<file path="config.mk">
export PLATFORM = sky130hd
export DESIGN_NAME = prefetcher_issue
export DESIGN_NICKNAME = d
export VERILOG_FILES = /design/src/rtl/prefetcher_issue.sv
export SDC_FILE = /design/constraint.sdc
export NUM_CORES = 1
export LEC_CHECK = 0
export ABC_AREA = 1
export BUFFER_PORTS_ARGS = -buffer_cell sky130_fd_sc_hd__buf_4
export CELL_PAD_IN_SITES_DETAIL_PLACEMENT = 0
export CELL_PAD_IN_SITES_GLOBAL_PLACEMENT = 1
export CORE_MARGIN = 4
export CORE_UTILIZATION = 44
export DETAILED_ROUTE_END_ITERATION = 7
export PLACE_DENSITY_LB_ADDON = 0.1
export SYNTH_ARGS = -nofsm -noshare
export SYNTH_HDL_FRONTEND = slang
export SYNTH_SLANG_ARGS = --single-unit
export TNS_END_PERCENT = 1
</file>
<file path="constraint.sdc">
create_clock -name clk -period 4.6 [get_ports clk]
set_clock_uncertainty 0.05 [all_clocks]
set_input_delay 0.69 -clock clk [delete_from_list [all_inputs] [get_ports clk]]
set_output_delay 0.69 -clock clk [all_outputs]
set_load 0.1 [all_outputs]
</file>
<file path="src/rtl/prefetcher_issue.sv">
// Stride prefetcher issue engine: learns a constant demand stride, then runs
// ahead of the demand stream by issuing block read requests to memory and
// posting a writeReq command to the data queue for each accepted request.
module prefetcher_issue #(
   parameter int ADDR_BITS            = 64,
   parameter int LOG_BLOCK_DATA_BYTES = 6,
   parameter int LOG_QUEUE_SIZE       = 6
) (
   input  logic                      clk,
   input  logic                      resetN,
   input  logic                      cpuReqValid,
   input  logic [ADDR_BITS-1:0]      cpuReqAddr,
   input  logic                      crs_enable,
   input  logic [LOG_QUEUE_SIZE:0]   crs_prefetchDepth,
   input  logic [LOG_QUEUE_SIZE:0]   crs_maxOutstanding,
   input  logic                      almostFull,
   input  logic [LOG_QUEUE_SIZE:0]   outstandingReqCnt,
   output logic                      arValid,
   input  logic                      arReady,
   output logic [ADDR_BITS-1:0]      arAddr,
   output logic [2:0]                qOpcode,
   output logic [ADDR_BITS-1:0]      qAddr,
   output logic                      strideLocked,
   output logic [ADDR_BITS-1:0]      stride,
   output logic [2:0]                o_dbg_state
);

   typedef enum logic [2:0] {
      S_IDLE   = 3'd0,
      S_TRAIN  = 3'd1,
      S_LOCKED = 3'd2,
      S_ISSUE  = 3'd3,
      S_DRAIN  = 3'd4
   } state_t;

   localparam logic [2:0] Q_NOP       = 3'd0;
   localparam logic [2:0] Q_WRITE_REQ = 3'd3;
   localparam logic [LOG_QUEUE_SIZE:0] CNT_ONE = {{LOG_QUEUE_SIZE{1'b0}}, 1'b1};
   // Offset bits inside a block; demand addresses are block aligned, so these are cleared.
   localparam logic [ADDR_BITS-1:0] BLOCK_MASK =
      {{(ADDR_BITS-LOG_BLOCK_DATA_BYTES){1'b0}}, {LOG_BLOCK_DATA_BYTES{1'b1}}};

   state_t                    r_state;
   logic [ADDR_BITS-1:0]      r_last_addr;
   logic [ADDR_BITS-1:0]      r_stride;
   logic [1:0]                r_conf;
   logic [ADDR_BITS-1:0]      r_demand_addr;
   logic [ADDR_BITS-1:0]      r_next_pf_addr;
   logic [LOG_QUEUE_SIZE:0]   r_issued_ahead;

   logic [ADDR_BITS-1:0]      w_req_addr;
   logic [ADDR_BITS-1:0]      w_delta;
   logic [ADDR_BITS-1:0]      w_next_demand;
   logic                      w_same_stride;
   logic [1:0]                w_conf_next;
   logic                      w_demand_hit;
   logic                      w_handshake;
   logic                      w_can_issue;
   logic                      w_issue_leave;

   // Read-request handshake: arValid/arAddr are held unchanged from the cycle
   // arValid rises until the rising edge where arValid && arReady; that edge
   // is the transfer, arValid falls, and the queue writeReq follows one cycle.
   assign w_handshake   = arValid && arReady;

   assign w_req_addr    = cpuReqAddr & ~BLOCK_MASK;
   assign w_delta       = w_req_addr - r_last_addr;
   assign w_next_demand = r_demand_addr + r_stride;
   assign w_same_stride = (w_delta == r_stride) && (w_delta != '0);
   assign w_conf_next   = w_same_stride ? (r_conf + 2'd1) : {1'b0, (w_delta != '0)};
   assign w_demand_hit  = (w_req_addr == r_demand_addr);
   assign w_can_issue   = crs_enable && !cpuReqValid && !almostFull &&
                          (r_issued_ahead < crs_prefetchDepth) &&
                          (outstandingReqCnt < crs_maxOutstanding);
   // An in-flight request must drain before retraining or disabling.
   assign w_issue_leave = !crs_enable || (cpuReqValid && !w_demand_hit);

   assign strideLocked  = (r_state == S_LOCKED) || (r_state == S_ISSUE);
   assign stride        = r_stride;
   assign o_dbg_state   = r_state;

   // Training, demand tracking, request issue and queue command generation.
   always_ff @(posedge clk or negedge resetN) begin
      if (!resetN) begin
         r_state        <= S_IDLE;
         r_last_addr    <= '0;
         r_stride       <= '0;
         r_conf         <= '0;
         r_demand_addr  <= '0;
         r_next_pf_addr <= '0;
         r_issued_ahead <= '0;
         arValid        <= 1'b0;
         arAddr         <= '0;
         qOpcode        <= Q_NOP;
         qAddr          <= '0;
      end else begin
         qOpcode <= Q_NOP;
         if (w_handshake) begin
            arValid <= 1'b0;
            qOpcode <= Q_WRITE_REQ;
            qAddr   <= arAddr;
         end
         case (r_state)
            S_IDLE: begin
               if (cpuReqValid && crs_enable) begin
                  r_last_addr <= w_req_addr;
                  r_conf      <= '0;
                  r_state     <= S_TRAIN;
               end
            end
            S_TRAIN: begin
               if (!crs_enable) begin
                  r_state <= S_IDLE;
               end else if (cpuReqValid) begin
                  r_last_addr <= w_req_addr;
                  r_conf      <= w_conf_next;
                  if (!w_same_stride) r_stride <= w_delta;
                  if (w_conf_next == 2'd2) begin
                     // Locking implies w_delta equals the learned stride.
                     r_state        <= S_LOCKED;
                     r_demand_addr  <= w_req_addr + w_delta;
                     r_next_pf_addr <= w_req_addr + w_delta;
                     r_issued_ahead <= '0;
                  end
               end
            end
            S_LOCKED: begin
               if (!crs_enable) begin
                  r_state <= S_IDLE;
               end else if (cpuReqValid) begin
                  r_last_addr <= w_req_addr;
                  if (w_demand_hit) begin
                     r_demand_addr <= w_next_demand;
                     if (r_issued_ahead != '0) r_issued_ahead <= r_issued_ahead - CNT_ONE;
                     else                      r_next_pf_addr <= w_next_demand;
                  end else begin
                     r_stride <= w_delta;
                     r_conf   <= '0;
                     r_state  <= S_TRAIN;
                  end
               end else if (w_can_issue) begin
                  arValid        <= 1'b1;
                  arAddr         <= r_next_pf_addr;
                  r_next_pf_addr <= r_next_pf_addr + r_stride;
                  r_issued_ahead <= r_issued_ahead + CNT_ONE;
                  r_state        <= S_ISSUE;
               end
            end
            S_ISSUE: begin
               if (cpuReqValid) begin
                  r_last_addr <= w_req_addr;
                  if (w_demand_hit) begin
                     r_demand_addr <= w_next_demand;
                     if (r_issued_ahead != '0) r_issued_ahead <= r_issued_ahead - CNT_ONE;
                     else                      r_next_pf_addr <= w_next_demand;
                  end else begin
                     r_stride <= w_delta;
                  end
               end
               if (w_issue_leave) r_conf <= '0;
               if (w_handshake) begin
                  if (!w_issue_leave)  r_state <= S_LOCKED;
                  else if (crs_enable) r_state <= S_TRAIN;
                  else                 r_state <= S_IDLE;
               end else if (w_issue_leave) begin
                  r_state <= S_DRAIN;
               end
            end
            S_DRAIN: begin
               if (w_handshake) r_state <= crs_enable ? S_TRAIN : S_IDLE;
            end
            default: r_state <= S_IDLE;
         endcase
      end
   end

endmodule
</file>
# Word-level counts from Yosys, hierarchy flattened
# Cells that the tools add are included.
# op_classes
bitwise	1
n_eq_ne	25
n_mux	64
n_addsub	7
n_reduce_logical	28
magnitude_cmp	2
# op_table
operator	n
two-way mux 64 bit	21
one-hot mux 64 bit (3 select lines)	4
adder 64 bit	3
== test 64 bit	2
nonzero test 64 bit	1
subtractor 64 bit	1
two-way mux 7 bit	9
two-way mux 3 bit	11
inequality test 2 bit (second input constant)	11
one-hot mux 7 bit (3 select lines)	1
two-way mux 2 bit	10
one-hot mux 3 bit (5 select lines)	1
less-than comparator 7 bit	2
AND reduction 7 bit	2
inequality test 3 bit (second input constant)	4
AND reduction 5 bit	2
logical AND 1 bit	8
inequality test 4 bit (second input constant)	2
one-hot mux 2 bit (4 select lines)	1
AND reduction 8 bit	1
adder 7 x 1 -> 7 bit (second input constant)	1
nonzero test 7 bit	1
subtractor 7 x 1 -> 7 bit (second input constant)	1
== test 3 x 2 -> 1 bit (second input constant)	2
15 further kinds	25
# word_totals
output_inout_bits	200
regBits	399
input_bits	91

# Longest topological paths before layout
# depth
ltp_word	9
ltp_mapped	36
depth_no_buf	35

# Worst setup path after synthesis
# No wires, ideal clock.
# synth_path
path_kind	input to register
startpoint	input port cpuReqAddr[6]
endpoint	register r_next_pf_addr[57]
t_required_ps	4467
setup_time_ps	83
arrival_ps	4078
cell_stages	29
path_slack_ps	390
path_cell_list	inv_1 > ha_1 > inv_1 > fa_1 > nand3_1 > nand3_1 > nand2_1 > nand2_2 > nand2_2 > nand2_4 > nand2_1 > nand2_1 > xor2_2 > inv_1 > ha_1 > a21oi_1 > inv_1 > a31oi_1 > o21ai_0 > a31oi_1 > nand3_1 > nand2_1 > nand2_1 > nand2_1 > nand2_1 > a21oi_1 > o21ai_0 > and3_1 > o21ai_0
# synth_between
elab_chain_len	7
elab_cells_between_ends	18
classes_between	2 x add/sub; 4 x eq/ne; 9 x mux; 3 x reduce/logical
# synth_rtl
item	line	rtl
start, declared	12	input logic [ADDR_BITS-1:0] cpuReqAddr,
subtractor 64 bit *	67	assign w_delta = w_req_addr - r_last_addr;
via w_delta[38]	52	logic [ADDR_BITS-1:0] w_delta;
branches (longest 6 deep; another with adder 64 bit)	--	
end signal, assigned	122	r_next_pf_addr <= w_req_addr + w_delta;
end signal, assigned	135	else r_next_pf_addr <= w_next_demand;
end signal, assigned	144	r_next_pf_addr <= r_next_pf_addr + r_stride;
end, declared	48	logic [ADDR_BITS-1:0] r_next_pf_addr;
# Mark *: on every way through the listed nets, which the timed path passes. The select of a mux whose other input is x is not followed.
# A chain may end at the register's enable or synchronous reset.

# Worst setup path in the final report
# layout_path
startpoint	register r_last_addr[27]
endpoint	register r_next_pf_addr[62]
# layout_between
elab_chain_len	7
elab_cells_between_ends	13
classes_between	2 x add/sub; 3 x eq/ne; 5 x mux; 3 x reduce/logical
# layout_rtl
item	line	rtl
start, declared	44	logic [ADDR_BITS-1:0] r_last_addr;
start signal, assigned	106	r_last_addr <= w_req_addr;
start signal, assigned	115	r_last_addr <= w_req_addr;
start signal, assigned	131	r_last_addr <= w_req_addr;
subtractor 64 bit *	67	
via w_delta[41]	52	
branches (longest 6 deep; another with adder 64 bit)	--	
# Marked as above.

==> flow_summary.ini <==
[worst_setup_path]
worstSetupPathType = flop to flop
critPathMaxStageDelay_ns = 0.35
ff2ff_path_depth = 25
regToRegStartpoint = r_last_addr[27]
worst_r2r_endpoint = r_next_pf_addr[62]
critical_path_startpoint_category = flop
timing.critical_path.arrival_ns = 5.09
critical_path.max_fanout = 3
end_kind = flop
cp.required_ns = 5.09
setup.reg_to_reg.worst_slack_ns = 0.0002
critical-path-slowest-cell = sky130_fd_sc_hd__dfrtp_1
critical-path-top-cell-by-count = sky130_fd_sc_hd__buf_4

[layout]
layout.core_utilization = 0.597
antennaDiodeCount = 0
layout-drive-gt1-share = 0.226
areaGrowthSynthToFinish_pct = 34.8
fin_nets = 7248

[drt]
postRouteAntennaNets = 0
dr.pass1.iters = 6
initialDrtViolationCount = 4170
wirelength_mm = 167
vias_per_cell = 5.39
route.detailed.drc = 0
wl_per_cell_um = 20.8
via_count = 43200

[clock_tree]
path_clk_slew_ns = 0.06
clkSinkCount = 380
cts_made_buffers = 50
skew_pair_late_insertion_delay_ns = 0.63
cts.htree.levels = 2
clock_path_buffers = 3
clock_tree.root_cell = sky130_fd_sc_hd__clkbuf_16
clock_tree_from_tritoncts = done

[floorplan]
fp.coreArea_sq_mm = 0.0820
die_height_um = 295
dieArea_sq_mm = 0.0872
floorplan.initialDensity = 0.443
die_width_um = 295
floorplan.rows = 105
ioPinCount = 291

[grt]
global_route.usage.total = 0.367
largest_net_degree_at_the_start_of_global_routing = 117
first_global_vias = 40100
grt_first_pass_wirelength_mm = 242
grt_remaining_overflow = 0
grt_antenna_before_repair = 0

[yosys]
yosys_warnings = 0
number_of_synthesized_flops_with_an_enable_pin = 0
postSynthCellCount = 5870
synth.yosys.seq_area_share = 0.262
synth.avg_cell_area_sq_um = 6.18
synth_async_sr_flop_share = 1.00
synth_cell_type_count = 60
synth_flop_cell = sky130_fd_sc_hd__dfrtp_1
synth.cell_area_sq_mm = 0.0363
synth-seq-cells = 380

[placement]
post-dp-hpwl_mm = 137
rd_place_congestion = 1.02
io_buffer_count = 277

[sta]
fin_hold_ws_ns = 0.000621
number_of_endpoints_with_negative_hold_slack_in_the_final_report = 0
timing.fmax_mhz = 217
tightestPinTransition_ns = 1.09
setup_violations = 0
rsz0062_at_grt = true
period_share = 1.00
report.final.slew_viol_count = 0
worst_slew_margin_rel = 0.270
finalWorstPathRequiredPeriod_ns = 4.60

[status]
run_status = finished clean

[job]
cap_viol_max_count = 0

[min_path]
hold_class = input pin to asynchronous set/reset pin
cell usage after synthesis (all sizes together) (5+ instances only):
library cell,count,share of area
nand4,62,0.011
nor4,31,0.0053
xor2,62,0.015
a211oi,6,0.0012
o221ai,7,0.0017
o21bai,22,0.0046
xnor3,5,0.0031
a21boi,12,0.0025
nand3b,30,0.0062
o31ai,5,0.0010
and3,9,0.0016
a21o,27,0.0056
nor2,508,0.053
inv,876,0.091
buf,44,0.0090
o211ai,25,0.0052
a31oi,60,0.010
nor3,75,0.011
ha,242,0.083
dfrtp,380,0.26
xnor2,70,0.017
clkbuf,94,0.0097
nand3,427,0.059
o21a,19,0.0039
o2111ai,32,0.0077
nand2,1881,0.20
a21oi,447,0.062
or2,42,0.0072
o21ai,337,0.046
a221oi,6,0.0014
state kept, by name, summed over array words and instances, names as in the netlist:
signal	flops
r_demand_addr	58
r_last_addr	58
stride	58
arValid	1
r_issued_ahead	7
arAddr	64
r_conf	2
r_next_pf_addr	64
o_dbg_state	3
qOpcode	1
qAddr	64
worst max-delay path, delay by kind of cell (launching register included):
family                     cells  cell delay [ns]
and+or+nand+nor               10             1.72
AOI/OAI and AO/OA              7             1.04
buffers and inverters          6             0.74
adders and majority gates      2             0.61
DFF                            1             0.35
timing repair:
item / 4_1_cts / 5_1_grt
buffers inserted: 1 / 13
hold buffers: 0 / 0
resized for setup: 28 / 313
cloned: 0 / 0
pin swaps: 1 / 46
setup endpoints to repair: 36 / 187
metrics by stage:
step | instances | setup TNS [ns] | cell area [sq um] | setup slack, ns
final | 8020 | 0 | 48900 | 0.000183
after global routing | 8020 | -1.69 | 48900 | -0.121
after CTS | 8007 | -0.141 | 47500 | -0.0361
after detailed placement | 7915 | -58.45 | 45700 | -0.791
after global placement | 7915 | -41.72 | 45700 | -0.784
after floorplan | 5876 | 0 | 36300 | 0.390
per-layer routing:
metal / part of all wire / up-vias / wire length [um] / global-route usage
li1: - / 21100 / - / -
met1: 0.42 / 20000 / 70300 / 0.491
met2: 0.45 / 1703 / 74300 / 0.591
met3: 0.079 / 339 / 13200 / 0.0570
met4: 0.054 / 0 / 8930 / 0.159
met5: 0 / - / 0 / 0
worst max-delay path by stage:
stage,end,slack (ns),start,cells after the start
after floorplan,r_next_pf_addr[57],0.39,cpuReqAddr[6],29
after global placement,r_next_pf_addr[62],-0.78,cpuReqAddr[44],25
after detailed placement,r_demand_addr[52],-0.79,cpuReqAddr[6],29
after CTS,r_next_pf_addr[61],-0.04,r_last_addr[6],24
after global routing,r_next_pf_addr[60],-0.12,r_last_addr[27],25
final,r_next_pf_addr[62],0.0002,r_last_addr[27],25
cell usage in the layout (no fill, tap or decap), types with 27 or more instances in the layout:
cell                        instances
sky130_fd_sc_hd__a21o_1            27
sky130_fd_sc_hd__a21oi_1          406
sky130_fd_sc_hd__a21oi_2           38
sky130_fd_sc_hd__a31oi_1           50
sky130_fd_sc_hd__buf_4           1095
sky130_fd_sc_hd__clkbuf_16         51
sky130_fd_sc_hd__dfrtp_1          380
sky130_fd_sc_hd__ha_1             205
sky130_fd_sc_hd__ha_4              36
sky130_fd_sc_hd__inv_1            856
sky130_fd_sc_hd__nand2_1         1797
sky130_fd_sc_hd__nand2_2           79
sky130_fd_sc_hd__nand3_1          405
sky130_fd_sc_hd__nand3b_1          30
sky130_fd_sc_hd__nand4_1           62
sky130_fd_sc_hd__nor2_1           443
sky130_fd_sc_hd__nor2_2            57
sky130_fd_sc_hd__nor3_1            60
sky130_fd_sc_hd__o2111ai_1         32
sky130_fd_sc_hd__o21ai_0          314
sky130_fd_sc_hd__or2_2             41
sky130_fd_sc_hd__xnor2_1           70
sky130_fd_sc_hd__xor2_1            56
cells by family (layout without fill, tap and decap cells):
group | after synthesis | in the layout | synth area share
AND/OR/NAND/NOR | 3068 | 3068 | 0.350
XOR/XNOR | 137 | 137 | 0.0352
AO/OA/AOI/OAI | 1019 | 1019 | 0.157
multiplexers | 1 | 1 | 0.000310
buffers and inverters | 1018 | 2092 | 0.110
flip-flops | 380 | 380 | 0.262
adder cells (fa/ha/maj) | 246 | 246 | 0.0856
other | 1 | 7 | 0.000103
layout make-up:
class | count | area, sq um
fill | 8128 | 33000
multi-input combinational | 4478 | 24400
sequential | 380 | 9510
timing repair buffer | 1121 | 8710
inverter | 880 | 3300
clock buffer | 66 | 1420
tap | 1070 | 1340
clock inverter | 25 | 298
Power is not shown: default switching activity piles up to over one toggle a cycle in this logic, so the estimate is an artifact.
